`config.mk`:
```
export PLATFORM = sky130hd
export DESIGN_NAME = read_bpm_link_gen
export DESIGN_NICKNAME = d
export VERILOG_FILES = /design/src/rtl/read_bpm_link_gen.sv
export SDC_FILE = /design/constraint.sdc
export NUM_CORES = 1
export LEC_CHECK = 0
export ABC_AREA = 1
export CORE_MARGIN = 8
export CORE_UTILIZATION = 25
export CTS_BUF_LIST = sky130_fd_sc_hd__clkbuf_2 sky130_fd_sc_hd__clkbuf_4 sky130_fd_sc_hd__clkbuf_8
export CTS_CLUSTER_SIZE = 12
export DETAILED_ROUTE_END_ITERATION = 6
export MAX_ROUTING_LAYER = met4
export SLEW_MARGIN = 0
export SYNTH_ARGS = -nofsm -noshare
export SYNTH_HDL_FRONTEND = slang
export SYNTH_SLANG_ARGS = --single-unit
```
`constraint.sdc`:
```
create_clock -name clk -period 2.6 [get_ports clk]
set_clock_uncertainty 0.15 [all_clocks]
set_input_delay 0.52 -clock clk [delete_from_list [all_inputs] [get_ports clk]]
set_output_delay 0.52 -clock clk [all_outputs]
set_load 0.03 [all_outputs]
```
`src/rtl/read_bpm_link_gen.sv`:
```
// read_bpm_link_gen
// Parses Aurora AXI-stream BPM link packets of one header word plus NWORDS
// payload words. Publishes a validated payload vector with a per-packet status
// code, and keeps saturating per-status counters for diagnostics.
module read_bpm_link_gen #(
    parameter int          NWORDS = 3,
    parameter logic [15:0] MAGIC  = 16'hA5BE,
    parameter int          CNT_W  = 16
) (
    input  logic                     clk,
    input  logic                     rst_n,
    input  logic [31:0]              s_tdata,
    input  logic                     s_tvalid,
    input  logic                     s_tlast,
    input  logic                     crc_valid,
    input  logic                     crc_pass,
    input  logic                     inhibit,
    input  logic                     clr_counts,
    output logic                     out_valid,
    output logic [16+32*NWORDS-1:0]  out_data,
    output logic                     stat_valid,
    output logic [1:0]               stat_code,
    output logic [CNT_W-1:0]         cnt_success,
    output logic [CNT_W-1:0]         cnt_bad_hdr,
    output logic [CNT_W-1:0]         cnt_bad_size,
    output logic [CNT_W-1:0]         cnt_bad_pkt
);

    localparam int IDX_W = (NWORDS > 1) ? $clog2(NWORDS) : 1;
    localparam logic [IDX_W-1:0] LAST_IDX = IDX_W'(NWORDS - 1);
    // Shadow holds the header and every payload word except the final one;
    // the final word goes straight from the bus into out_data.
    localparam int PRE_W = 16 + 32 * (NWORDS - 1);

    localparam logic [1:0] ST_SUCCESS  = 2'd0;
    localparam logic [1:0] ST_BAD_HDR  = 2'd1;
    localparam logic [1:0] ST_BAD_SIZE = 2'd2;
    localparam logic [1:0] ST_BAD_PKT  = 2'd3;

    typedef enum logic [1:0] {
        S_HEADER  = 2'd0,
        S_PAYLOAD = 2'd1,
        S_FLUSH   = 2'd2
    } state_t;

    state_t             state;
    logic [IDX_W-1:0]   idx;
    logic [PRE_W-1:0]   shadow;

    logic               ev_valid;
    logic [1:0]         ev_code;
    logic [31:0]        ev_final;
    logic               hdr_ok;

    // Saturating increment: all-ones is sticky.
    function automatic logic [CNT_W-1:0] sat_inc(input logic [CNT_W-1:0] c);
        return (&c) ? c : c + 1'b1;
    endfunction

    assign hdr_ok   = (s_tdata[31:16] == MAGIC);
    // Bit 30 of the final word carries no payload meaning and is forced low.
    assign ev_final = {s_tdata[31], 1'b0, s_tdata[29:0]};

    // Decode the status event (if any) produced by the current beat.
    always_comb begin
        ev_valid = 1'b0;
        ev_code  = ST_SUCCESS;
        if (s_tvalid) begin
            case (state)
                S_HEADER: begin
                    if (s_tlast) begin
                        ev_valid = 1'b1;
                        ev_code  = ST_BAD_SIZE;
                    end else if (!hdr_ok) begin
                        ev_valid = 1'b1;
                        ev_code  = ST_BAD_HDR;
                    end
                end
                S_PAYLOAD: begin
                    if (idx != LAST_IDX) begin
                        if (s_tlast) begin
                            ev_valid = 1'b1;
                            ev_code  = ST_BAD_SIZE;
                        end
                    end else if (!s_tlast) begin
                        ev_valid = 1'b1;
                        ev_code  = ST_BAD_SIZE;
                    end else if (crc_valid && crc_pass && !s_tdata[31]) begin
                        ev_valid = 1'b1;
                        ev_code  = ST_SUCCESS;
                    end else begin
                        ev_valid = 1'b1;
                        ev_code  = ST_BAD_PKT;
                    end
                end
                default: begin
                    ev_valid = 1'b0;
                end
            endcase
        end
    end

    // Packet FSM: assembles the shadow register and drives registered outputs.
    always_ff @(posedge clk or negedge rst_n) begin
        if (!rst_n) begin
            state      <= S_HEADER;
            idx        <= '0;
            shadow     <= '0;
            out_data   <= '0;
            out_valid  <= 1'b0;
            stat_valid <= 1'b0;
            stat_code  <= ST_SUCCESS;
        end else begin
            out_valid  <= 1'b0;
            stat_valid <= ev_valid;
            if (ev_valid) begin
                stat_code <= ev_code;
            end
            if (s_tvalid) begin
                case (state)
                    S_HEADER: begin
                        if (!s_tlast) begin
                            if (hdr_ok) begin
                                shadow[PRE_W-1 -: 16] <= s_tdata[15:0];
                                idx                   <= '0;
                                state                 <= S_PAYLOAD;
                            end else begin
                                state <= S_FLUSH;
                            end
                        end
                    end
                    S_PAYLOAD: begin
                        if (idx != LAST_IDX) begin
                            for (int i = 0; i < NWORDS - 1; i++) begin
                                if (idx == IDX_W'(i)) begin
                                    shadow[32*(NWORDS-2-i) +: 32] <= s_tdata;
                                end
                            end
                            if (s_tlast) begin
                                state <= S_HEADER;
                            end else begin
                                idx <= idx + 1'b1;
                            end
                        end else if (!s_tlast) begin
                            state <= S_FLUSH;
                        end else begin
                            if (ev_code == ST_SUCCESS && !inhibit) begin
                                out_valid <= 1'b1;
                                out_data  <= {shadow, ev_final};
                            end
                            state <= S_HEADER;
                        end
                    end
                    S_FLUSH: begin
                        if (s_tlast) begin
                            state <= S_HEADER;
                        end
                    end
                    default: begin
                        state <= S_HEADER;
                    end
                endcase
            end
        end
    end

    // Per-status saturating counters; clear takes priority over increment.
    always_ff @(posedge clk or negedge rst_n) begin
        if (!rst_n) begin
            cnt_success  <= '0;
            cnt_bad_hdr  <= '0;
            cnt_bad_size <= '0;
            cnt_bad_pkt  <= '0;
        end else if (clr_counts) begin
            cnt_success  <= '0;
            cnt_bad_hdr  <= '0;
            cnt_bad_size <= '0;
            cnt_bad_pkt  <= '0;
        end else if (ev_valid) begin
            case (ev_code)
                ST_SUCCESS:  cnt_success  <= sat_inc(cnt_success);
                ST_BAD_HDR:  cnt_bad_hdr  <= sat_inc(cnt_bad_hdr);
                ST_BAD_SIZE: cnt_bad_size <= sat_inc(cnt_bad_size);
                default:     cnt_bad_pkt  <= sat_inc(cnt_bad_pkt);
            endcase
        end
    end

endmodule

```
* Word-level counts from Yosys, hierarchy flattened *
Cells that the tools add are included.

word-level totals
  flip-flop bits (word level) = 263
  output and inout port bits = 180

operators by class
  add/sub/neg operators = 5
  equal/unequal tests = 16
  mux-type cells = 46
  bitwise operators = 2
  reductions and logical operators = 28

operators by type and width
  cell                                           number
  two-way mux 16 bit                             16
  adder 16 x 1 -> 16 bit, second input constant  4
  AND reduction 16 bit                           4
  two-way mux 2 bit                              15
  != test 2 bit, second input constant           9
  == test 16 bit, second input constant          1
  AND reduction 3 bit                            4
  AND reduction 4 bit                            3
  two-way mux 1 bit                              11
  nonzero test 2 bit                             5
  one-hot mux 2 bit (2 select lines)             2
  == test 2 x 1 -> 1 bit, second input constant  3
  zero test 2 bit                                3
  one-hot mux 2 bit (3 select lines)             1
  AND reduction 6 bit                            1
  AND reduction 5 bit                            1
  == test 2 bit, second input constant           2
  logical AND 1 bit                              3
  OR reduction 3 bit                             1
  adder 2 x 1 -> 2 bit, second input constant    1
  zero test 1 bit                                2
  != test 2 x 1 -> 1 bit, second input constant  1
  inverter 1 bit                                 2
  one-hot mux 1 bit (2 select lines)             1
  AND reduction 2 bit                            1

* Longest topological paths before layout *
  word-level depth = 14
  gate-level depth with buffers = 14
  depth with buffers taken out = 13

* Least setup slack after synthesis *
No wires, ideal clock.

  path kind = register -> register
  from = reg cnt_bad_size[0]
  to = reg cnt_bad_size[6]
  data arrival time = 1.850 ns
  data required time = 2.328 ns
  setup slack = 0.478 ns
  stages on the path, launching flop included = 12
  buffers on the path = 1
  clock period less this slack = 2.122 ns
  cells stage by stage = dfrtp_1 -> ha_1 -> nand2_1 -> nor2_1 -> nand2_1 -> nor3b_1 -> nor2_2 -> nand2_1 -> nand2_1 -> buf_4 -> nand2_1 -> o21ai_1

between the ends
  word-level cells in the longest chain between the ends = 5
  elaborated cells between the ends (all ways) = 8
  classes of those cells = add/sub: 1; eq/ne: 1; mux: 4; reduce/logical: 2

RTL lines
  item                    line  source
  from (decl)             25    output logic [CNT_W-1:0] cnt_bad_size,
  from (signal assigned)  183   ST_BAD_SIZE: cnt_bad_size <= sat_inc(cnt_bad_size);
  adder 16 x 1 -> 16 bit  57    return (&c) ? c : c + 1'b1;
  two-way mux 16 bit      57
  two-way mux 16 bit      180   case (ev_code)
  two-way mux 16 bit      179   end else if (ev_valid) begin
  two-way mux 16 bit      174   end else if (clr_counts) begin

Several ways; a longest one is shown, not always the timed one. The select of a mux whose other input is x is not followed.
A chain may end at the register's enable or synchronous reset.

* Worst setup path after layout *
  from = reg cnt_bad_pkt[12]
  to = out cnt_bad_pkt[12]

RTL lines
  item                    line  source
  from (decl)             26    output logic [CNT_W-1:0] cnt_bad_pkt
  from (signal assigned)  184   default: cnt_bad_pkt <= sat_inc(cnt_bad_pkt);

No word-level cell between the ends.

==> reports/metrics.yaml <==
status: "finished clean"
final_area_um2: 16400
whs_ns: 0.257
synthMuxAreaShare_pct: 0
final_nets: 1708
hold_viol: 0
syn_inst: 1398
place_congestion: 0.848
max_clock_freq_mhz: 398
grt_pass1_wl_um: 56800
p_comb_share_pct: 21.5
wl_per_cell_um: 15.2
dieArea_um2: 55700
grt_pass1_vias: 10100
drc: 0
post-place-ws_ns: -0.302
clk_latency_ns: 0.62
dp_cells: 2224
die_w_um: 236
avgSynthCellArea_um2: 8.66
drtPass1Iterations: 7
htreeDepth: 2
grt_use_total_pct: 12.9
p_per_area_nw_per_um2: 736
seq_area_frac_synth_pct: 54.3
max_stage_delay_ns: 0.74
instances_no_fill: 2316
utilization_pct: 34.3
cts_tree: "done"
synthAdderAreaFrac_pct: 0.723
cap_violations: 0
p_int_mw: 8.21
placed_area_um2: 15300
total_power_mw: 12.1
seqPwrFrac_pct: 42.2
hp-class: "in2async"
worst_slack_ns: 0.0891
coreArea_um2: 47700
drtIter0Drc: 612
cp_max_fo: 6
vias: 10100
period_needed_ns: 2.51
cpLargestDelayFamily: "buffers and inverters"
layout-drive-gt1-share_pct: 13.7
grt_antenna_before_repair: 2
root_buffer: "clkbuf_8"
synth_top_family_by_area: "simple AND/OR/NAND/NOR gates"
synth_seq_cells: 263
synth-simple-area-share_pct: 23.4
p_switching_mw: 3.84
rr_startpoint: "cnt_bad_hdr[0]"
totalWireLength_um: 35300
rr_endpoint: "cnt_bad_hdr[4]"
met1_usage_pct: 15.3
post-route-period-util_pct: 96.6
tightest_slew_ns: 0.668
viasPerCell: 4.35
endpoint_kind: "output port"
met2_usage_pct: 21.4
critPathBufInv: 1
overflow: 0
clockPowerShare_pct: 36.2
drtAntennaViolNets: 0
power.leakage_nw: 7.75
synth_warnings: 0
clk_pin_slew_ns: 0.06
busiest_layer: "met2"
ctsLongestPathBuffers: 3
start_kind: "register"
post-cts-setup-buffer-count: 0
clock-sinks: 263
tns_ns: 0
io_buffers: 218
ff2ff_setup_slack_ns: 0.32
fp-row-count: 80
syn2layout_area_growth_pct: 35.2
critPathRequiredTime_ns: 1.93
synth_area_um2: 12100
cp_slowest_cell: "clkdlybuf4s50_1"
critical_path_class: "reg2out"
hpwlAfterDp_um: 24800
chipHeight_um: 236
p_sw_share_pct: 31.8
synth-compound-area-share_pct: 9.92
numCtsBuffers: 49
io_pins: 220
grtUsageMet3_pct: 3.26
crit_chain: "clkdlybuf4s50_1"
rsz0062_at_grt: "no"
slew_headroom_pct: 55.4
cp.arrival_ns: 1.84
syn-num-nets: 1445
start_util_pct: 25.4
ff2ff_path_depth: 11
slew_violations: 0
ir_worst_vdd_mv: 0.481
synth_cell_types: 33
grt_max_degree: 79
finalSetupViolCount: 0
synth_xor_area_share_pct: 3.25
-- cell usage in the layout, fill, tap and decap left out, drive strengths merged --
cell type	synthesis	final
xor2	41	41
nand2	438	438
buf	36	57
nor2	98	98
nor4	2	2
clkbuf	27	77
dlymetal6s2s	0	3
nor3b	4	4
diode	0	2
a21oi	7	7
bufinv	0	1
xnor2	4	4
clkdlybuf4s50	0	214
nand3b	2	2
o211ai	1	1
ha	7	7
clkinv	0	7
a31o	1	1
conb	1	1
dlygate4sd3	0	1
clkinvlp	0	1
nand3	84	84
inv	153	156
dfrtp	263	263
nor3	17	17
nand4	28	28
o21ai	184	184
-- cell families (layout without fill, tap and decap cells) --
kind of cell	Yosys count	in the layout
adder cells (fa/ha/maj)	7	7
XOR/XNOR	45	45
AND/OR/NAND/NOR	673	673
flip-flops	263	263
buffers and inverters	216	517
AO/OA/AOI/OAI	193	193
other	1	3
-- metal layers --
metal  part of all wire (%)  wire [µm]  up-vias
met5                      0          0        -
met4                    2.1        725        0
met3                    6.1       2170       53
met2                     49      17300      270
met1                     43      15100     4804
li1                       -          -     4954
-- flip-flops by register name, summed over array words and instances, names as in the netlist --
name,flops
out_valid,1
out_data,111
stat_valid,1
idx,2
cnt_bad_pkt,16
cnt_bad_size,16
shadow,80
cnt_success,16
state,2
stat_code,2
cnt_bad_hdr,16
-- cell type report --
type / count / area (µm²)
tap: 615 / 769
fill: 4844 / 31400
timing repair buffer: 275 / 2830
sequential: 263 / 6580
antenna: 2 / 5.00
multi-input combinational: 919 / 4540
inverter: 153 / 574
clock buffer: 77 / 966
clock inverter: 12 / 116
-- worst max-delay path by stage --
stage | to | slack, ns | startpoint | depth (start not counted)
detailed placement | cnt_success[7] | -0.30 | s_tdata[16] | 11
finish | cnt_bad_pkt[12] | 0.09 | cnt_bad_pkt[12] | 1
global route | cnt_bad_size[0] | 0.0005 | cnt_bad_size[0] | 2
CTS | cnt_bad_pkt[10] | 0.01 | cnt_bad_pkt[10] | 1
floorplan | cnt_bad_size[6] | 0.48 | cnt_bad_size[0] | 11
global placement | cnt_success[4] | -0.26 | s_tdata[17] | 13
-- timing repair --
item,in CTS,in global routing
gates resized for setup,0,3
endpoints found under the hold margin,54,0
endpoints found under the setup margin,0,3
hold buffers,1,0
-- cells in the mapped netlist, drive strengths merged --
cell    number  area, µm²
a21oi        7       35.0
a31o         1       8.76
buf         36        328
clkbuf      27        101
conb         1       3.75
dfrtp      263       6580
ha           7       87.6
inv        153        574
nand2      438       1670
nand3       84        433
nand3b       2       15.0
nand4       28        181
nor2        98        400
nor3        17       95.1
nor3b        4       30.0
nor4         2       12.5
o211ai       1       7.51
o21ai      184       1150
xnor2        4       35.0
xor2        41        359
-- power groups by stage --
| stage | registers, mW | logic [mW] | clock network [mW] |
|---|---|---|---|
| after floorplan | 5.42 | 1.25 | 0 |
| after global placement | 5.14 | 2.57 | 0 |
| after detailed placement | 5.17 | 2.63 | 0 |
| after CTS | 5.10 | 2.66 | 4.55 |
| after global routing | 5.17 | 2.91 | 4.74 |
| final | 5.09 | 2.60 | 4.36 |
Power figures use the tool's default switching activity.
